**src/rtl/omsp_tsc_alarm.sv**
```systemverilog
// omsp_tsc_alarm: two-channel TSC deadline scheduler with one-shot/periodic
// alarms, pending/overrun status and a shared interrupt on the peripheral bus.
module omsp_tsc_alarm #(
    parameter logic [14:0] BASE_ADDR = 15'h01A0,
    parameter int          DEC_WD    = 4
) (
    input  logic        mclk,
    input  logic        puc_rst,
    input  logic [13:0] per_addr,
    input  logic [15:0] per_din,
    input  logic        per_en,
    input  logic [1:0]  per_we,
    input  logic [63:0] tsc,
    output logic [15:0] per_dout,
    output logic        irq_alarm
);
    logic             sel, wr, rd, ctl_wr, stat_wr;
    logic [2:0]       idx;
    logic [3:0][15:0] cmp;
    logic [1:0][15:0] period;
    logic [1:0]       ie, armed, periodic, pend, ovr, hit;
    logic [15:0]      ctl_rd, stat_rd, rdata;

    assign sel     = per_en & (per_addr[13:DEC_WD-1] == BASE_ADDR[14:DEC_WD]);
    assign idx     = per_addr[2:0];
    assign wr      = sel & |per_we;
    assign rd      = sel & ~|per_we;
    assign ctl_wr  = wr & (idx == 3'd4) & &per_we;
    assign stat_wr = wr & (idx == 3'd5) & &per_we;

    always_ff @(posedge mclk or posedge puc_rst) begin
        if (puc_rst) begin
            cmp    <= '0;
            period <= '0;
            ie     <= '0;
        end else begin
            for (int i = 0; i < 4; i++) begin
                if (wr && idx == 3'(i) && per_we[0]) cmp[i][7:0]  <= per_din[7:0];
                if (wr && idx == 3'(i) && per_we[1]) cmp[i][15:8] <= per_din[15:8];
            end
            if (wr && idx[2:1] == 2'b11 && per_we[0]) period[idx[0]][7:0]  <= per_din[7:0];
            if (wr && idx[2:1] == 2'b11 && per_we[1]) period[idx[0]][15:8] <= per_din[15:8];
            if (ctl_wr) ie <= per_din[9:8];
        end
    end

    for (genvar c = 0; c < 2; c++) begin : g_ch
        logic [63:0] deadline;
        logic [31:0] per_q;
        logic        armed_q, per_mode, pend_q, ovr_q, arm, dis;
        assign dis      = ctl_wr & per_din[2] & (per_din[0] == 1'(c));
        assign arm      = ctl_wr & per_din[1] & ~per_din[2] & (per_din[0] == 1'(c));
        assign hit[c]   = armed_q & (tsc >= deadline);
        assign armed[c] = armed_q;
        assign periodic[c] = per_mode;
        assign pend[c]  = pend_q;
        assign ovr[c]   = ovr_q;
        // A hit always records status, even when the same write disarms or re-arms
        always_ff @(posedge mclk or posedge puc_rst) begin
            if (puc_rst) begin
                deadline <= '0;
                per_q    <= '0;
                armed_q  <= 1'b0;
                per_mode <= 1'b0;
                pend_q   <= 1'b0;
                ovr_q    <= 1'b0;
            end else begin
                if (dis) armed_q <= 1'b0;
                else if (arm) begin
                    deadline <= cmp;
                    per_q    <= period;
                    per_mode <= per_din[3];
                    armed_q  <= 1'b1;
                end else if (hit[c]) begin
                    if (per_mode && per_q != 32'd0) deadline <= deadline + {32'b0, per_q};
                    else armed_q <= 1'b0;
                end
                pend_q <= hit[c] | (pend_q & ~(stat_wr & per_din[c]));
                ovr_q  <= (hit[c] & pend_q) | (ovr_q & ~(stat_wr & per_din[2+c]));
            end
        end
    end

    assign ctl_rd    = {6'b0, ie, 4'b0, periodic, armed};
    assign stat_rd   = {12'b0, ovr, pend};
    assign rdata     = idx[2] ? (idx[1] ? period[idx[0]] : (idx[0] ? stat_rd : ctl_rd)) : cmp[idx[1:0]];
    assign per_dout  = rd ? rdata : 16'h0000;
    assign irq_alarm = |(pend & ie);
endmodule
```
**config.mk**
```make
export PLATFORM = sky130hd
export DESIGN_NAME = omsp_tsc_alarm
export DESIGN_NICKNAME = d
export VERILOG_FILES = /design/src/rtl/omsp_tsc_alarm.sv
export SDC_FILE = /design/constraint.sdc
export NUM_CORES = 1
export LEC_CHECK = 0
export ABC_AREA = 0
export ABC_CLOCK_PERIOD_IN_PS = 13400
export BUFFER_PORTS_ARGS = -buffer_cell sky130_fd_sc_hd__buf_2
export CORE_UTILIZATION = 40
export CTS_BUF_LIST = sky130_fd_sc_hd__clkbuf_4 sky130_fd_sc_hd__clkbuf_8
export DETAILED_ROUTE_END_ITERATION = 12
export PLACE_DENSITY = 0.67
export SYNTH_ARGS = -nofsm -noshare
export SYNTH_HDL_FRONTEND = slang
export SYNTH_SLANG_ARGS = --single-unit
```
**constraint.sdc**
```tcl
create_clock -name mclk -period 13.4 [get_ports mclk]
set_clock_uncertainty 0.05 [all_clocks]
set_input_delay 1.34 -clock mclk [delete_from_list [all_inputs] [get_ports mclk]]
set_output_delay 1.34 -clock mclk [all_outputs]
set_load 0.01 [all_outputs]
```
[Yosys cells after proc, flatten, opt, wreduce, memory -nomap -nowiden]
Index checks and enable logic that the tools add are counted.
Storage, ports and cells
  word-level logic and storage cells: 145
  output and inout port bits: 17
  flip-flop bits (word level): 298
  bits of input ports: 99
Operators by class
  bitwise gates (word level): 39
  add/subtract/negate cells: 2
  mux-type cells: 30
  eq/ne operators: 9
  reductions and logical operators: 37
  order comparisons: 5
Operator list (count)
  2-to-1 mux 64 bit: 6
  adder 64 x 32 -> 64 bit: 2
  >= comparator 64 bit: 2
  2-to-1 mux 16 bit: 7
  bitwise mux 32 bit: 2
  2-to-1 mux 32 bit: 2
  nonzero test 32 bit: 2
  binary-select mux 16 bit (select 2 bit): 1
  demux 16 bit (select 1 bit): 2
  bitwise AND 1 bit: 26
  logical AND 1 bit: 18
  equality test 11 x 5 -> 1 bit, second input constant: 1
  2-to-1 mux 10 bit: 1
  AND reduction 2 bit: 5
  2-to-1 mux 1 bit: 8
  2-to-1 mux 8 bit: 1
  inverter 1 bit: 8
  nonzero test 2 bit: 4
  equality test 3 x 2 -> 1 bit, second input constant: 2
  equality test 3 bit, second input constant: 2
  != test 3 bit, second input constant: 2
  AND reduction 3 bit: 2
  nonzero test 3 bit: 2
  bitwise OR 1 bit: 4
  other kinds (9): 10

[Depth between registers and ports, before layout]
Gate-level depths: netlist of run 1.
  depth in word-level cells: 10
  depth in mapped cells: 14
  gate-level depth less buffers: 13

[Worst setup path before layout of run 1]
No wires, ideal clock.
  path type: input-to-output
  from: input per_addr[0]
  to: output per_dout[9]
  stages: 5
  required time: 12.010 ns
  arrival time: 2.947 ns
  path slack: 9.063 ns
  path buffers: 2
  cells stage by stage: buf_1 -> clkbuf_1 -> mux2_2 -> a221oi_1 -> nor3_1
Between the ends
  cells in the longest elaborated chain, start to end: 5
Ends and longest elaborated chain
  from (decl): line 9  | input logic [13:0] per_addr,
  2-to-1 mux 16 bit (implied by the code) (2 in series): line 86  | assign rdata = idx[2] ? (idx[1] ? period[idx[0]] : (idx[0] ? stat_rd : ctl_rd)) : cmp[idx[1:0]];
  2-to-1 mux 16 bit: line 86
  2-to-1 mux 16 bit (*): line 86
  2-to-1 mux 16 bit (*): line 87  | assign per_dout = rd ? rdata : 16'h0000;
  to (decl): line 14  | output logic [15:0] per_dout,
Mark *: on every way between the ends. The rest lies on a longest branch, timed or not. The select of a mux whose other input is x is not followed.

[Worst setup path in the final report of run 1]
  from: input per_addr[3]
  to: output per_dout[10]
Between the ends
  cells in the longest elaborated chain, start to end: 4
Ends and longest elaborated chain
  equality test 11 x 5 -> 1 bit: line 24  | assign sel = per_en & (per_addr[13:DEC_WD-1] == BASE_ADDR[14:DEC_WD]);
  bitwise AND 1 bit: line 24
  bitwise AND 1 bit: line 27  | assign rd = sel & ~|per_we;
  2-to-1 mux 16 bit: line 87
No other way between the ends.

==> metrics.log, run 1 <==
INFO  metric postSynthRegisterBits = 298
INFO  metric element_type_at_the_critical_path_start = input pin
INFO  metric grt_antenna_before_repair = 10
INFO  metric grt_setup_unrepaired = no
INFO  metric cts_setup_buffers = 0
INFO  metric hold_viol_final = 0
INFO  metric cp.required = 12010 ps
INFO  metric area_growth_syn_to_layout = 12.0%
INFO  metric io_buf_count = 115
INFO  metric async_flop_share = 100%
INFO  metric syn-num-nets = 2607
INFO  metric number_of_gates_given_a_new_drive_strength_after_cts = 0
INFO  metric setup.worst_path.end_class = output pin
INFO  metric timing.hold.worst.start = g_ch[1].ovr_q$_DFF_PP0_
INFO  metric clock_tree.root_cell = sky130_fd_sc_hd__clkbuf_8
INFO  metric core-area = 0.0503 mm^2
INFO  metric static-leakage-power = 11.1 nW
INFO  metric r2r-start = g_ch[0].deadline[0]$_DFFE_PP0P_
INFO  metric synthesis.area = 0.0205 mm^2
INFO  metric h-tree-depth = 2
INFO  metric floorplan.die.width = 228 um
INFO  metric critPathLaunch = per_addr[3]
INFO  metric ir_drop = 0.0000727 V
INFO  metric tritoncts = built
INFO  metric reg2reg_setup_slack = 8860 ps
INFO  metric yosysTopAreaCell = sky130_fd_sc_hd__dfrtp_1
INFO  metric worst-slew-pin-transition = 1310 ps
INFO  metric period_share = 36.5%
INFO  metric mostFrequentLayoutCells = sky130_fd_sc_hd__nand2_1, sky130_fd_sc_hd__dfrtp_1, sky130_fd_sc_hd__a21oi_1, sky130_fd_sc_hd__nor2_1, sky130_fd_sc_hd__ha_1
INFO  metric synth.avg_cell_area = 8.84 um^2
INFO  metric instances_no_fill = 3119
INFO  metric clkTransAtPathRegs = 60 ps
INFO  metric number_of_setup_violations_in_the_final_report = 0
INFO  metric routed_wire_length_per_instance = 22.5 um
INFO  metric drt-total-wl = 70.2 mm
INFO  metric via_count_of_the_first_global_routing_pass = 18000
INFO  metric std_cell_rows = 82
INFO  metric globalplace.congestion = 0.969
INFO  metric synth-edff-count = 0
INFO  metric cp_data_arrival_time = 3500 ps
INFO  metric final_common_cell = sky130_fd_sc_hd__nand2_1
INFO  metric drt_first_pass_iters = 6
INFO  metric grt_max_degree = 183
INFO  metric final_layout_size_suffix_gt1_share = 15.5%
INFO  metric hold_ws = 449 ps
INFO  metric clkLatencyLatePin = 650 ps
INFO  metric globalRoute.totalOverflow = 0
INFO  metric die-area = 0.0520 mm^2
INFO  metric filler_cell_count = 4886
INFO  metric ant_nets = 0
INFO  metric tritoncts.num_buffers = 53
INFO  metric run_status = completed
INFO  metric timing.final.max_slew_violations = 0
INFO  metric via_count = 18400
INFO  metric yosys-top-cells-area = sky130_fd_sc_hd__dfrtp_1, sky130_fd_sc_hd__ha_1, sky130_fd_sc_hd__nand2_1
INFO  metric synthCells = 2314
INFO  metric dpl.cell_count = 3024
INFO  metric detail_route.vias_per_cell = 5.89
INFO  metric clkSinkCount = 298
INFO  metric slew-limit-headroom = 11.7%
INFO  metric worstSetupPathType = input pin to output pin
INFO  metric ys_dominant_reg_cell = sky130_fd_sc_hd__dfrtp_1
INFO  metric first_pass_grt_wire_length = 108 mm
INFO  metric drt_iter0_markers = 1846
INFO  metric finalWorstPathRequiredPeriod = 4890 ps
INFO  metric num-nets-final = 2700
INFO  metric holdPathStages = 1
INFO  metric part_of_the_yosys_area_used_for_sequential_elements = 36.5%
INFO  metric post-route-drc-count = 0
INFO  metric fin_setup_tns = 0 ps
INFO  metric hp-class = flip-flop to flip-flop
INFO  metric post_cts_hold_buffers = 0
INFO  metric synth.top_cell.area_share = 36.5%
INFO  metric max_cap_viol_count = 0
INFO  metric yosysWarnings = 0
INFO  metric critical_path.max_fanout = 16
INFO  metric place_hpwl = 53.4 mm
INFO  metric pwr_density_cell = 87.6 mW/mm^2
INFO  metric ioPinCount = 116
INFO  metric post_synth_num_cell_types = 73
INFO  metric maxClockFrequency = 205 MHz
INFO  metric track_usage = 27.0%
INFO  metric clockBufferDepth = 3
INFO  metric ff2ff_path_depth = 13
INFO  metric effective_utilization_at_floorplan = 40.7%
INFO  metric fp.dieH = 228 um
==> cells in the mapped netlist, types with 11 or more instances <==
| cell type | count |
|---|---|
| sky130_fd_sc_hd__a31oi_1 | 13 |
| sky130_fd_sc_hd__ha_1 | 192 |
| sky130_fd_sc_hd__dfrtp_1 | 298 |
| sky130_fd_sc_hd__mux2_2 | 112 |
| sky130_fd_sc_hd__nor2_1 | 205 |
| sky130_fd_sc_hd__o21ai_0 | 84 |
| sky130_fd_sc_hd__nor3_1 | 44 |
| sky130_fd_sc_hd__mux4_2 | 20 |
| sky130_fd_sc_hd__xnor2_1 | 91 |
| sky130_fd_sc_hd__nand4_1 | 49 |
| sky130_fd_sc_hd__clkbuf_1 | 79 |
| sky130_fd_sc_hd__nor2b_1 | 11 |
| sky130_fd_sc_hd__inv_1 | 147 |
| sky130_fd_sc_hd__a22oi_1 | 11 |
| sky130_fd_sc_hd__o21a_1 | 26 |
| sky130_fd_sc_hd__nand2_1 | 339 |
| sky130_fd_sc_hd__xor2_1 | 27 |
| sky130_fd_sc_hd__mux2i_1 | 17 |
| sky130_fd_sc_hd__nor4_1 | 41 |
| sky130_fd_sc_hd__nand3_1 | 43 |
| sky130_fd_sc_hd__a211oi_1 | 17 |
| sky130_fd_sc_hd__a21o_1 | 39 |
| sky130_fd_sc_hd__nand2b_1 | 12 |
| sky130_fd_sc_hd__a21oi_1 | 251 |
| sky130_fd_sc_hd__o21ai_1 | 17 |
==> per-stage QoR <==
| stage | util (%) | setup WS, ps | cell area (um^2) | power (mW) |
|---|---|---|---|---|
| after floorplan | - | 3780 | 20500 | 0.977 |
| after global placement | 43.1 | 8380 | 21700 | 1.02 |
| after detailed placement | 43.1 | 8240 | 21700 | 1.02 |
| after CTS | 45.6 | 8520 | 22900 | 2.02 |
| after global routing | 45.6 | 8260 | 22900 | 2.07 |
| final | 45.6 | 8510 | 22900 | 2.01 |
==> cell type report <==
class	instances	area (um^2)	share of cell area, %
flip-flops and latches	298	7460	32.5
inverters	148	563	2.46
multi-input cells	1776	12100	52.9
repair buffers	130	701	3.06
well taps	672	841	3.67
diodes	1	2.50	0.0109
clock buffers	78	1020	4.47
clock inverters	16	215	0.939
==> layer usage <==
| metal | wire length (um) | global-route usage, % |
|---|---|---|
| met4 | 3070 | 10.6 |
| met5 | 82 | 0 |
| met1 | 29200 | 35.6 |
| met2 | 31300 | 42.5 |
| met3 | 6560 | 6.43 |
==> cells by family after synthesis <==
| group | synth area share [%] |
|---|---|
| adder cells (fa/ha/maj) | 11.9 |
| AND/OR/NAND/NOR | 17.8 |
| multiplexers | 9.20 |
| AO/OA/AOI/OAI | 15.0 |
| buffers and inverters | 4.52 |
| flip-flops | 36.5 |
| XOR/XNOR | 5.05 |
==> registers in the layout, summed over array words and instances, names as in the netlist <==
name,cells
g_ch.ovr_q,2
g_ch.per_mode,2
g_ch.deadline,128
g_ch.armed_q,2
g_ch.pend_q,2
g_ch.per_q,64
cmp,64
ie,2
period,32
==> worst max-delay path, cell delays in order <==
cell                       delay (ps)
sky130_fd_sc_hd__buf_2             90
sky130_fd_sc_hd__nor4bb_1         700
sky130_fd_sc_hd__nand2_1          200
sky130_fd_sc_hd__or3_1            640
sky130_fd_sc_hd__nor2_1           330
sky130_fd_sc_hd__buf_2            180
==> where the power goes <==
group / total [mW] / switching (mW) / internal [mW]
clock network: 0.998 / 0.412 / 0.586
logic: 0.106 / 0.0699 / 0.0362
registers: 0.903 / 0.00163 / 0.901
total: 2.01 / 0.484 / 1.52
==> path summary, 6_finish.rpt <==
path / end
worst max-delay path: per_dout[10]
worst min-delay path: g_ch[1].ovr_q$_DFF_PP0_
worst max register to register: g_ch[0].deadline[62]$_DFFE_PP0P_
worst min register to register: g_ch[1].ovr_q$_DFF_PP0_
max in group asynchronous: cmp[44]$_DFFE_PP0P_
min in group asynchronous: g_ch[0].deadline[33]$_DFFE_PP0P_
Note: power is estimated with default switching activity, not from simulation.
==> run 2, diff against run 1 <==
--- a/config.mk
+++ b/config.mk
@@ -6,7 +6,7 @@
 export NUM_CORES = 1
 export LEC_CHECK = 0
 export ABC_AREA = 0
-export ABC_CLOCK_PERIOD_IN_PS = 13400
+export ABC_CLOCK_PERIOD_IN_PS = 5050
 export BUFFER_PORTS_ARGS = -buffer_cell sky130_fd_sc_hd__buf_2
 export CORE_UTILIZATION = 40
 export CTS_BUF_LIST = sky130_fd_sc_hd__clkbuf_4 sky130_fd_sc_hd__clkbuf_8
==> constraint.sdc (replaced) <==
create_clock -name mclk -period 5.05 [get_ports mclk]
set_clock_uncertainty 0.05 [all_clocks]
set_input_delay 0.505 -clock mclk [delete_from_list [all_inputs] [get_ports mclk]]
set_output_delay 0.505 -clock mclk [all_outputs]
set_load 0.01 [all_outputs]
==> run 2 against run 1 <==
Non-clock buffer count grew 9. Routed wire length shrank 1.8%. Sequential share of layout area grew 0.061 points. Critical path type is now flip-flop to flip-flop.
==> metrics.log, run 2 (synthesis results as in run 1) <==
INFO  metric run_status = completed
INFO  metric routed_wire_length_per_instance = 22.1 um (-1.9%)
INFO  metric cts_setup_buffers = 0 (unchanged)
INFO  metric number_of_setup_violations_in_the_final_report = 0 (unchanged)
INFO  metric route.layer.met1.wl = 29.7 mm (+1.5%)
INFO  metric track_usage = 26.5% (-0.45 points)
INFO  metric hold_viol_final = 0 (unchanged)
INFO  metric timing.critical_path.buf_inv = 4 (+2)
INFO  metric clkTransAtPathRegs = 70 ps (about the same)
INFO  metric via_count_of_the_first_global_routing_pass = 17900 (-0.64%)
INFO  metric effective_utilization_at_floorplan = 40.7% (unchanged)
INFO  metric pwr_density_cell = 222 mW/mm^2 (+150%)
INFO  metric final_common_cell = sky130_fd_sc_hd__nand2_1
INFO  metric met3WireLength = 6.14 mm (-6.4%)
INFO  metric worstSetupPathType = flip-flop to flip-flop
INFO  metric postLayoutSetupSlackWorst = 372 ps (-8140 ps)
INFO  metric clockBufferDepth = 3 (unchanged)
INFO  metric worst-path-stages = 15 (+9)
INFO  metric filler_cell_count = 4909 (+0.47%)
INFO  metric first_pass_grt_wire_length = 107 mm (-1.1%)
INFO  metric fin_setup_tns = 0 ps (unchanged)
INFO  metric place_hpwl = 53.3 mm (-0.32%)
INFO  metric ir_drop = 0.000159 V (+120%)
INFO  metric core-area = 0.0503 mm^2 (unchanged)
INFO  metric biggestRegsByFlops = g_ch.deadline (128), cmp (64), g_ch.per_q (64)
INFO  metric cp_data_arrival_time = 5160 ps (+1660 ps)
INFO  metric drt-total-wl = 69.0 mm (-1.8%)
INFO  metric maxClockFrequency = 214 MHz
INFO  metric globalplace.congestion = 1.01 (+4.4%)
INFO  metric worst-slew-pin-transition = 1240 ps (-78.1 ps)
INFO  metric clock_tree.root_cell = sky130_fd_sc_hd__clkbuf_8
INFO  metric finalWorstPathRequiredPeriod = 4680 ps
INFO  metric ant_nets = 0 (unchanged)
INFO  metric route.top_layer_used = met5
INFO  metric fp.dieH = 228 um (unchanged)
INFO  metric detail_route.vias_per_cell = 5.87 (-0.29%)
INFO  metric static-leakage-power = 11.1 nW (-0.15%)
INFO  metric final_layout_size_suffix_gt1_share = 15.6% (+0.028 points)
INFO  metric crit_slowest_cell = sky130_fd_sc_hd__nor4_1
INFO  metric grt_setup_unrepaired = no
INFO  metric element_type_at_the_critical_path_start = flip-flop
INFO  metric tritoncts.num_buffers = 50 (-5.7%)
INFO  metric cp.required = 5530 ps (-6480 ps)
INFO  metric num-nets-final = 2706 (+0.22%)
INFO  metric max_flop_register = g_ch.deadline
INFO  metric setup.worst_path.end_class = flip-flop
INFO  metric max_cap_viol_count = 0 (unchanged)
INFO  metric rr_endpoint = g_ch[1].deadline[62]$_DFFE_PP0P_
INFO  metric worst_path_dominant_cell_family = simple AND/OR/NAND/NOR gates
INFO  metric mostFrequentLayoutCells = sky130_fd_sc_hd__nand2_1, sky130_fd_sc_hd__dfrtp_1, sky130_fd_sc_hd__a21oi_1, sky130_fd_sc_hd__nor2_1, sky130_fd_sc_hd__ha_1
INFO  metric reg2reg_setup_slack = 370 ps (-8490 ps)
INFO  metric clkSinkCount = 298 (unchanged)
INFO  metric globalRoute.totalOverflow = 0 (unchanged)
INFO  metric area_growth_syn_to_layout = 11.8%
INFO  metric grt_max_degree = 133 (-27%)
INFO  metric grt_antenna_before_repair = 7 (-3)
INFO  metric period_share = 92.6%
INFO  metric floorplan.die.width = 228 um (unchanged)
INFO  metric finish.utilization = 45.5% (-0.085 points)
INFO  metric std_cell_rows = 82 (unchanged)
INFO  metric ff2ff_path_depth = 15 (+2)
INFO  metric tritoncts = built
INFO  metric slew-limit-headroom = 16.8% (+5.1 points)
INFO  metric r2r-start = g_ch[1].deadline[43]$_DFFE_PP0P_
INFO  metric die-area = 0.0520 mm^2 (unchanged)
INFO  metric post-route-drc-count = 0 (unchanged)
INFO  metric drt_iter0_markers = 1616 (-12%)
INFO  metric clkLatencyLatePin = 670 ps (+20 ps)
INFO  metric ioPinCount = 116 (unchanged)
INFO  metric timing.final.max_slew_violations = 0 (unchanged)
INFO  metric route.met2.wl = 30.0 mm (-4.1%)
INFO  metric drt_first_pass_iters = 6 (unchanged)
INFO  metric via_count = 18300 (-0.16%)
INFO  metric h-tree-depth = 2 (unchanged)
INFO  metric pre_cts_ws = 284 ps (-7960 ps)
INFO  metric timing.critical_path.cells = inv_1 > ha_1 > nand4_1 > nor4_1 > buf_4 > o2111ai_1 > a31o_1 > a31oi_1 > o21ai_4 > buf_4 > a211oi_2 > buf_4 > nand4b_1 > xnor2_1 > mux2_2
INFO  metric post_cts_hold_buffers = 1 (+1)
INFO  metric critical-path-max-stage-delay = 1050 ps (+350 ps)
INFO  metric io_buf_count = 115 (unchanged)
INFO  metric number_of_gates_given_a_new_drive_strength_after_cts = 0 (unchanged)
INFO  metric post-layout-total-power = 5.08 mW (+150%)
INFO  metric path_common_cell = sky130_fd_sc_hd__buf_4
INFO  metric largest_reg_flops = 128 (unchanged)
INFO  metric critPathLaunch = g_ch[1].deadline[43]$_DFFE_PP0P_
INFO  metric critical_path.max_fanout = 28 (+12)
INFO  metric hp-class = input pin to flip-flop
INFO  metric crit_path_end = g_ch[1].deadline[62]$_DFFE_PP0P_
## run 2: cell types whose count changed in the layout (fill, tap and decap cells not counted), moves of 2 or more
cell	before	now
sky130_fd_sc_hd__buf_12	1	4
sky130_fd_sc_hd__buf_4	14	19
sky130_fd_sc_hd__bufinv_16	5	1
sky130_fd_sc_hd__clkbuf_4	8	14
sky130_fd_sc_hd__clkbuf_8	70	66
sky130_fd_sc_hd__clkinv_2	8	4
sky130_fd_sc_hd__diode_2	1	3
sky130_fd_sc_hd__inv_6	2	0
## run 2: final cells by class
type | count | area (um^2) | area share, %
Multi-Input combinational cell | 1776 | 12100 | 52.9
Sequential cell | 298 | 7460 | 32.6
Clock buffer | 80 | 1010 | 4.43
Tap cell | 672 | 841 | 3.68
Timing Repair Buffer | 139 | 808 | 3.53
Inverter | 148 | 559 | 2.45
Clock inverter | 7 | 77.6 | 0.339
Antenna cell | 3 | 7.51 | 0.0328
## run 2: worst min-delay path by stage
stage	startpoint	end	slack [ps]	cells after the start
final	per_din[3]	g_ch[1].per_mode$_DFFE_PP0P_	120	3
after global routing	per_din[3]	g_ch[1].per_mode$_DFFE_PP0P_	90	3
after detailed placement	g_ch[0].per_q[0]$_DFFE_PP0P_	g_ch[0].per_q[0]$_DFFE_PP0P_	440	2
after CTS	per_din[3]	g_ch[1].per_mode$_DFFE_PP0P_	70	3
after global placement	g_ch[1].ovr_q$_DFF_PP0_	g_ch[1].ovr_q$_DFF_PP0_	430	1
after floorplan	g_ch[0].per_mode$_DFFE_PP0P_	g_ch[0].per_mode$_DFFE_PP0P_	400	2
## run 2: per-layer routing
| metal | vias up | global-route usage, % |
|---|---|---|
| li1 | 8389 | - |
| met2 | 843 | 40.5 |
| met3 | 175 | 5.51 |
| met1 | 8918 | 36.4 |
| met5 | - | 0 |
| met4 | 10 | 11.1 |
## run 2: worst register-to-register path, stage by stage (launching register included)
cell                        delay [ps]
sky130_fd_sc_hd__dfrtp_1           420
sky130_fd_sc_hd__inv_1             100
sky130_fd_sc_hd__ha_1              330
sky130_fd_sc_hd__nand4_1           160
sky130_fd_sc_hd__nor4_1           1050
sky130_fd_sc_hd__buf_4             280
sky130_fd_sc_hd__o2111ai_1         100
sky130_fd_sc_hd__a31o_1            220
sky130_fd_sc_hd__a31oi_1           320
sky130_fd_sc_hd__o21ai_4            90
sky130_fd_sc_hd__buf_4             290
sky130_fd_sc_hd__a211oi_2          220
sky130_fd_sc_hd__buf_4             310
sky130_fd_sc_hd__nand4b_1          190
sky130_fd_sc_hd__xnor2_1           150
sky130_fd_sc_hd__mux2_2            260
## run 2: report_power, final
part,switching [mW],internal (mW),total [mW]
sequential,0.00355,2.39,2.39
combinational,0.188,0.0991,0.287
clock,1.07,1.32,2.40
total,1.26,3.81,5.08
## run 2: metrics by stage
step	hold slack (ps)	instances	instance area, um^2
2_1_floorplan	400	2314	20500
3_3_place_gp	427	3032	21800
3_5_place_dp	438	3032	21800
4_1_cts	70.3	3120	22900
5_1_grt	94.8	3120	22900
6_report	118	3123	22900
==> run 3, diff against run 2 <==
--- a/config.mk
+++ b/config.mk
@@ -12,6 +12,7 @@
 export CTS_BUF_LIST = sky130_fd_sc_hd__clkbuf_4 sky130_fd_sc_hd__clkbuf_8
 export DETAILED_ROUTE_END_ITERATION = 12
 export PLACE_DENSITY = 0.67
+export REMOVE_ABC_BUFFERS = 1
 export SYNTH_ARGS = -nofsm -noshare
 export SYNTH_HDL_FRONTEND = slang
 export SYNTH_SLANG_ARGS = --single-unit
==> run 3 against run 2 <==
Critical path depth is 2 lower. Routed wire length decreased by 3.7%. Sequential cell count did not move. Global-route usage down 1.2 points. Largest power group unchanged. Clock-buffer cell count fell by 4. Combinational power is essentially flat.
==> metrics.log, run 3 (synthesis results as in run 1) <==
INFO  metric clockBufferDepth = 3 (unchanged)
INFO  metric track_usage = 25.4% (-1.2 points)
INFO  metric place_hpwl = 50.9 mm (-4.3%)
INFO  metric biggestRegsByFlops = g_ch.deadline (128), cmp (64), g_ch.per_q (64)
INFO  metric rr_endpoint = g_ch[0].deadline[56]$_DFFE_PP0P_
INFO  metric clkLatencyLatePin = 640 ps (-30 ps)
INFO  metric postLayoutSetupSlackWorst = 544 ps (+172 ps)
INFO  metric ff2ff_path_depth = 13 (-2)
INFO  metric pwr_density_cell = 227 mW/mm^2 (+2.3%)
INFO  metric pre_cts_ws = 745 ps (+461 ps)
INFO  metric ir_drop = 0.000155 V (-2.2%)
INFO  metric mostFrequentLayoutCells = sky130_fd_sc_hd__nand2_1, sky130_fd_sc_hd__dfrtp_1, sky130_fd_sc_hd__a21oi_1, sky130_fd_sc_hd__nor2_1, sky130_fd_sc_hd__ha_1
INFO  metric floorplan.die.width = 228 um (unchanged)
INFO  metric io_buf_count = 115 (unchanged)
INFO  metric number_of_setup_violations_in_the_final_report = 0 (unchanged)
INFO  metric fin_setup_tns = 0 ps (unchanged)
INFO  metric element_type_at_the_critical_path_start = flip-flop
INFO  metric hold_viol_final = 0 (unchanged)
INFO  metric first_pass_grt_wire_length = 103 mm (-3.3%)
INFO  metric core-area = 0.0503 mm^2 (unchanged)
INFO  metric tritoncts = built
INFO  metric clock_tree.root_cell = sky130_fd_sc_hd__clkbuf_8
INFO  metric detail_route.vias_per_cell = 5.79 (-1.5%)
INFO  metric ant_nets = 0 (unchanged)
INFO  metric timing.final.max_slew_violations = 0 (unchanged)
INFO  metric drt_iter0_markers = 1542 (-4.6%)
INFO  metric cp_data_arrival_time = 4950 ps (-210 ps)
INFO  metric cp.required = 5490 ps (-40 ps)
INFO  metric critical-path-max-stage-delay = 1040 ps (about the same)
INFO  metric crit_slowest_cell = sky130_fd_sc_hd__nor4_1
INFO  metric routed_wire_length_per_instance = 21.2 um (-4.0%)
INFO  metric largest_reg_flops = 128 (unchanged)
INFO  metric hp-class = input pin to async pin
INFO  metric final_common_cell = sky130_fd_sc_hd__nand2_1
INFO  metric timing.critical_path.buf_inv = 2 (-2)
INFO  metric filler_cell_count = 4831 (-1.6%)
INFO  metric clkTransAtPathRegs = 70 ps (about the same)
INFO  metric worst-slew-pin-transition = 1320 ps (+83.0 ps)
INFO  metric drt_first_pass_iters = 5 (-1)
INFO  metric reg2reg_setup_slack = 540 ps (+170 ps)
INFO  metric run_status = completed
INFO  metric via_count = 18100 (-1.2%)
INFO  metric post_cts_hold_buffers = 0 (-1)
INFO  metric tritoncts.num_buffers = 52 (+4.0%)
INFO  metric grt_antenna_before_repair = 5 (-2)
INFO  metric globalplace.congestion = 0.973 (-3.8%)
INFO  metric cts_setup_buffers = 0 (unchanged)
INFO  metric worst_path_dominant_cell_family = simple AND/OR/NAND/NOR gates
INFO  metric globalRoute.totalOverflow = 0 (unchanged)
INFO  metric num-nets-final = 2710 (+0.15%)
INFO  metric max_flop_register = g_ch.deadline
INFO  metric std_cell_rows = 82 (unchanged)
INFO  metric finish.utilization = 45.6% (+0.075 points)
INFO  metric setup.worst_path.end_class = flip-flop
INFO  metric max_cap_viol_count = 0 (unchanged)
INFO  metric fp.dieH = 228 um (unchanged)
INFO  metric ioPinCount = 116 (unchanged)
INFO  metric die-area = 0.0520 mm^2 (unchanged)
INFO  metric effective_utilization_at_floorplan = 40.7% (unchanged)
INFO  metric maxClockFrequency = 222 MHz (+3.8%)
INFO  metric slew-limit-headroom = 11.8% (-5.0 points)
INFO  metric grt_max_degree = 136 (+2.3%)
INFO  metric r2r-start = g_ch[0].deadline[28]$_DFFE_PP0P_
INFO  metric critical_path.max_fanout = 69 (+150%)
INFO  metric static-leakage-power = 11.1 nW (+0.30%)
INFO  metric grt_setup_unrepaired = no
INFO  metric timing.critical_path.cells = inv_1 > ha_1 > nand4_1 > nor4_1 > nand2_1 > nand2_1 > a221oi_1 > a21oi_1 > o211ai_1 > buf_4 > nor4_1 > xnor2_1 > a21oi_1
INFO  metric h-tree-depth = 2 (unchanged)
INFO  metric area_growth_syn_to_layout = 12.0%
INFO  metric clkSinkCount = 298 (unchanged)
INFO  metric post-layout-total-power = 5.20 mW (+2.5%)
INFO  metric final_layout_size_suffix_gt1_share = 15.8% (+0.24 points)
INFO  metric drt-total-wl = 66.4 mm (-3.7%)
INFO  metric via_count_of_the_first_global_routing_pass = 17600 (-1.6%)
INFO  metric worstSetupPathType = flip-flop to flip-flop
INFO  metric period_share = 89.2% (-3.4 points)
INFO  metric number_of_gates_given_a_new_drive_strength_after_cts = 0 (unchanged)
INFO  metric finalWorstPathRequiredPeriod = 4510 ps (-172 ps)
INFO  metric post-route-drc-count = 0 (unchanged)
run 3: cell types whose count changed in the layout (fill, tap and decap cells not counted):
| cell | previous run | this run |
|---|---|---|
| sky130_fd_sc_hd__clkbuf_8 | 66 | 57 |
| sky130_fd_sc_hd__buf_4 | 19 | 25 |
| sky130_fd_sc_hd__clkbuf_4 | 14 | 19 |
| sky130_fd_sc_hd__bufinv_16 | 1 | 5 |
| sky130_fd_sc_hd__clkinv_2 | 4 | 8 |
| sky130_fd_sc_hd__buf_12 | 4 | 1 |
| sky130_fd_sc_hd__clkinv_8 | 0 | 1 |
| sky130_fd_sc_hd__diode_2 | 3 | 4 |
| sky130_fd_sc_hd__dlygate4sd3_1 | 1 | 0 |
| sky130_fd_sc_hd__inv_12 | 1 | 0 |
| sky130_fd_sc_hd__inv_6 | 0 | 1 |
| sky130_fd_sc_hd__nor2_1 | 204 | 205 |
| sky130_fd_sc_hd__nor2_2 | 1 | 0 |
run 3: how the worst max path moves through the flow:
stage | startpoint | to | slack (ps) | depth (start not counted)
floorplan | puc_rst | cmp[0]$_DFFE_PP0P_ | -3740 | 1
global placement | tsc[17] | g_ch[1].deadline[1]$_DFFE_PP0P_ | 880 | 13
detailed placement | tsc[31] | g_ch[0].deadline[54]$_DFFE_PP0P_ | 750 | 13
CTS | g_ch[0].per_q[1]$_DFFE_PP0P_ | g_ch[0].deadline[54]$_DFFE_PP0P_ | 870 | 12
global route | g_ch[0].deadline[28]$_DFFE_PP0P_ | g_ch[0].deadline[56]$_DFFE_PP0P_ | 330 | 13
finish | g_ch[0].deadline[28]$_DFFE_PP0P_ | g_ch[0].deadline[56]$_DFFE_PP0P_ | 540 | 13
run 3: layer usage:
metal	track usage [%]	up-vias	part of all wire, %
met5	0	-	0.020
met4	12.6	2	4.9
met3	3.69	160	6.4
met2	40.7	719	46
met1	33.4	8837	43
li1	-	8395	-
run 3: layout make-up:
cell class / instances / area (um^2) / area share [%]
clock buffer: 76 / 927 / 4.05
multi-input combinational: 1776 / 12100 / 52.8
sequential: 298 / 7460 / 32.6
inverter: 148 / 563 / 2.46
tap: 672 / 841 / 3.67
clock inverter: 16 / 223 / 0.972
antenna: 4 / 10.0 / 0.0437
timing repair buffer: 141 / 783 / 3.42
run 3: metrics by stage:
step	cells	hold slack, ps	instance area [um^2]
floorplan	2222	400	20100
global placement	3035	423	21700
detailed placement	3035	440	21700
CTS	3127	76.4	22900
global route	3130	109	22900
finish	3131	23.3	22900
run 3: power by group:
part	leakage, nW	switching, mW	total (mW)	internal (mW)
Combinational	6.48	0.188	0.287	0.0985
Clock	0.611	1.08	2.52	1.44
Sequential	4.01	0.00369	2.40	2.39
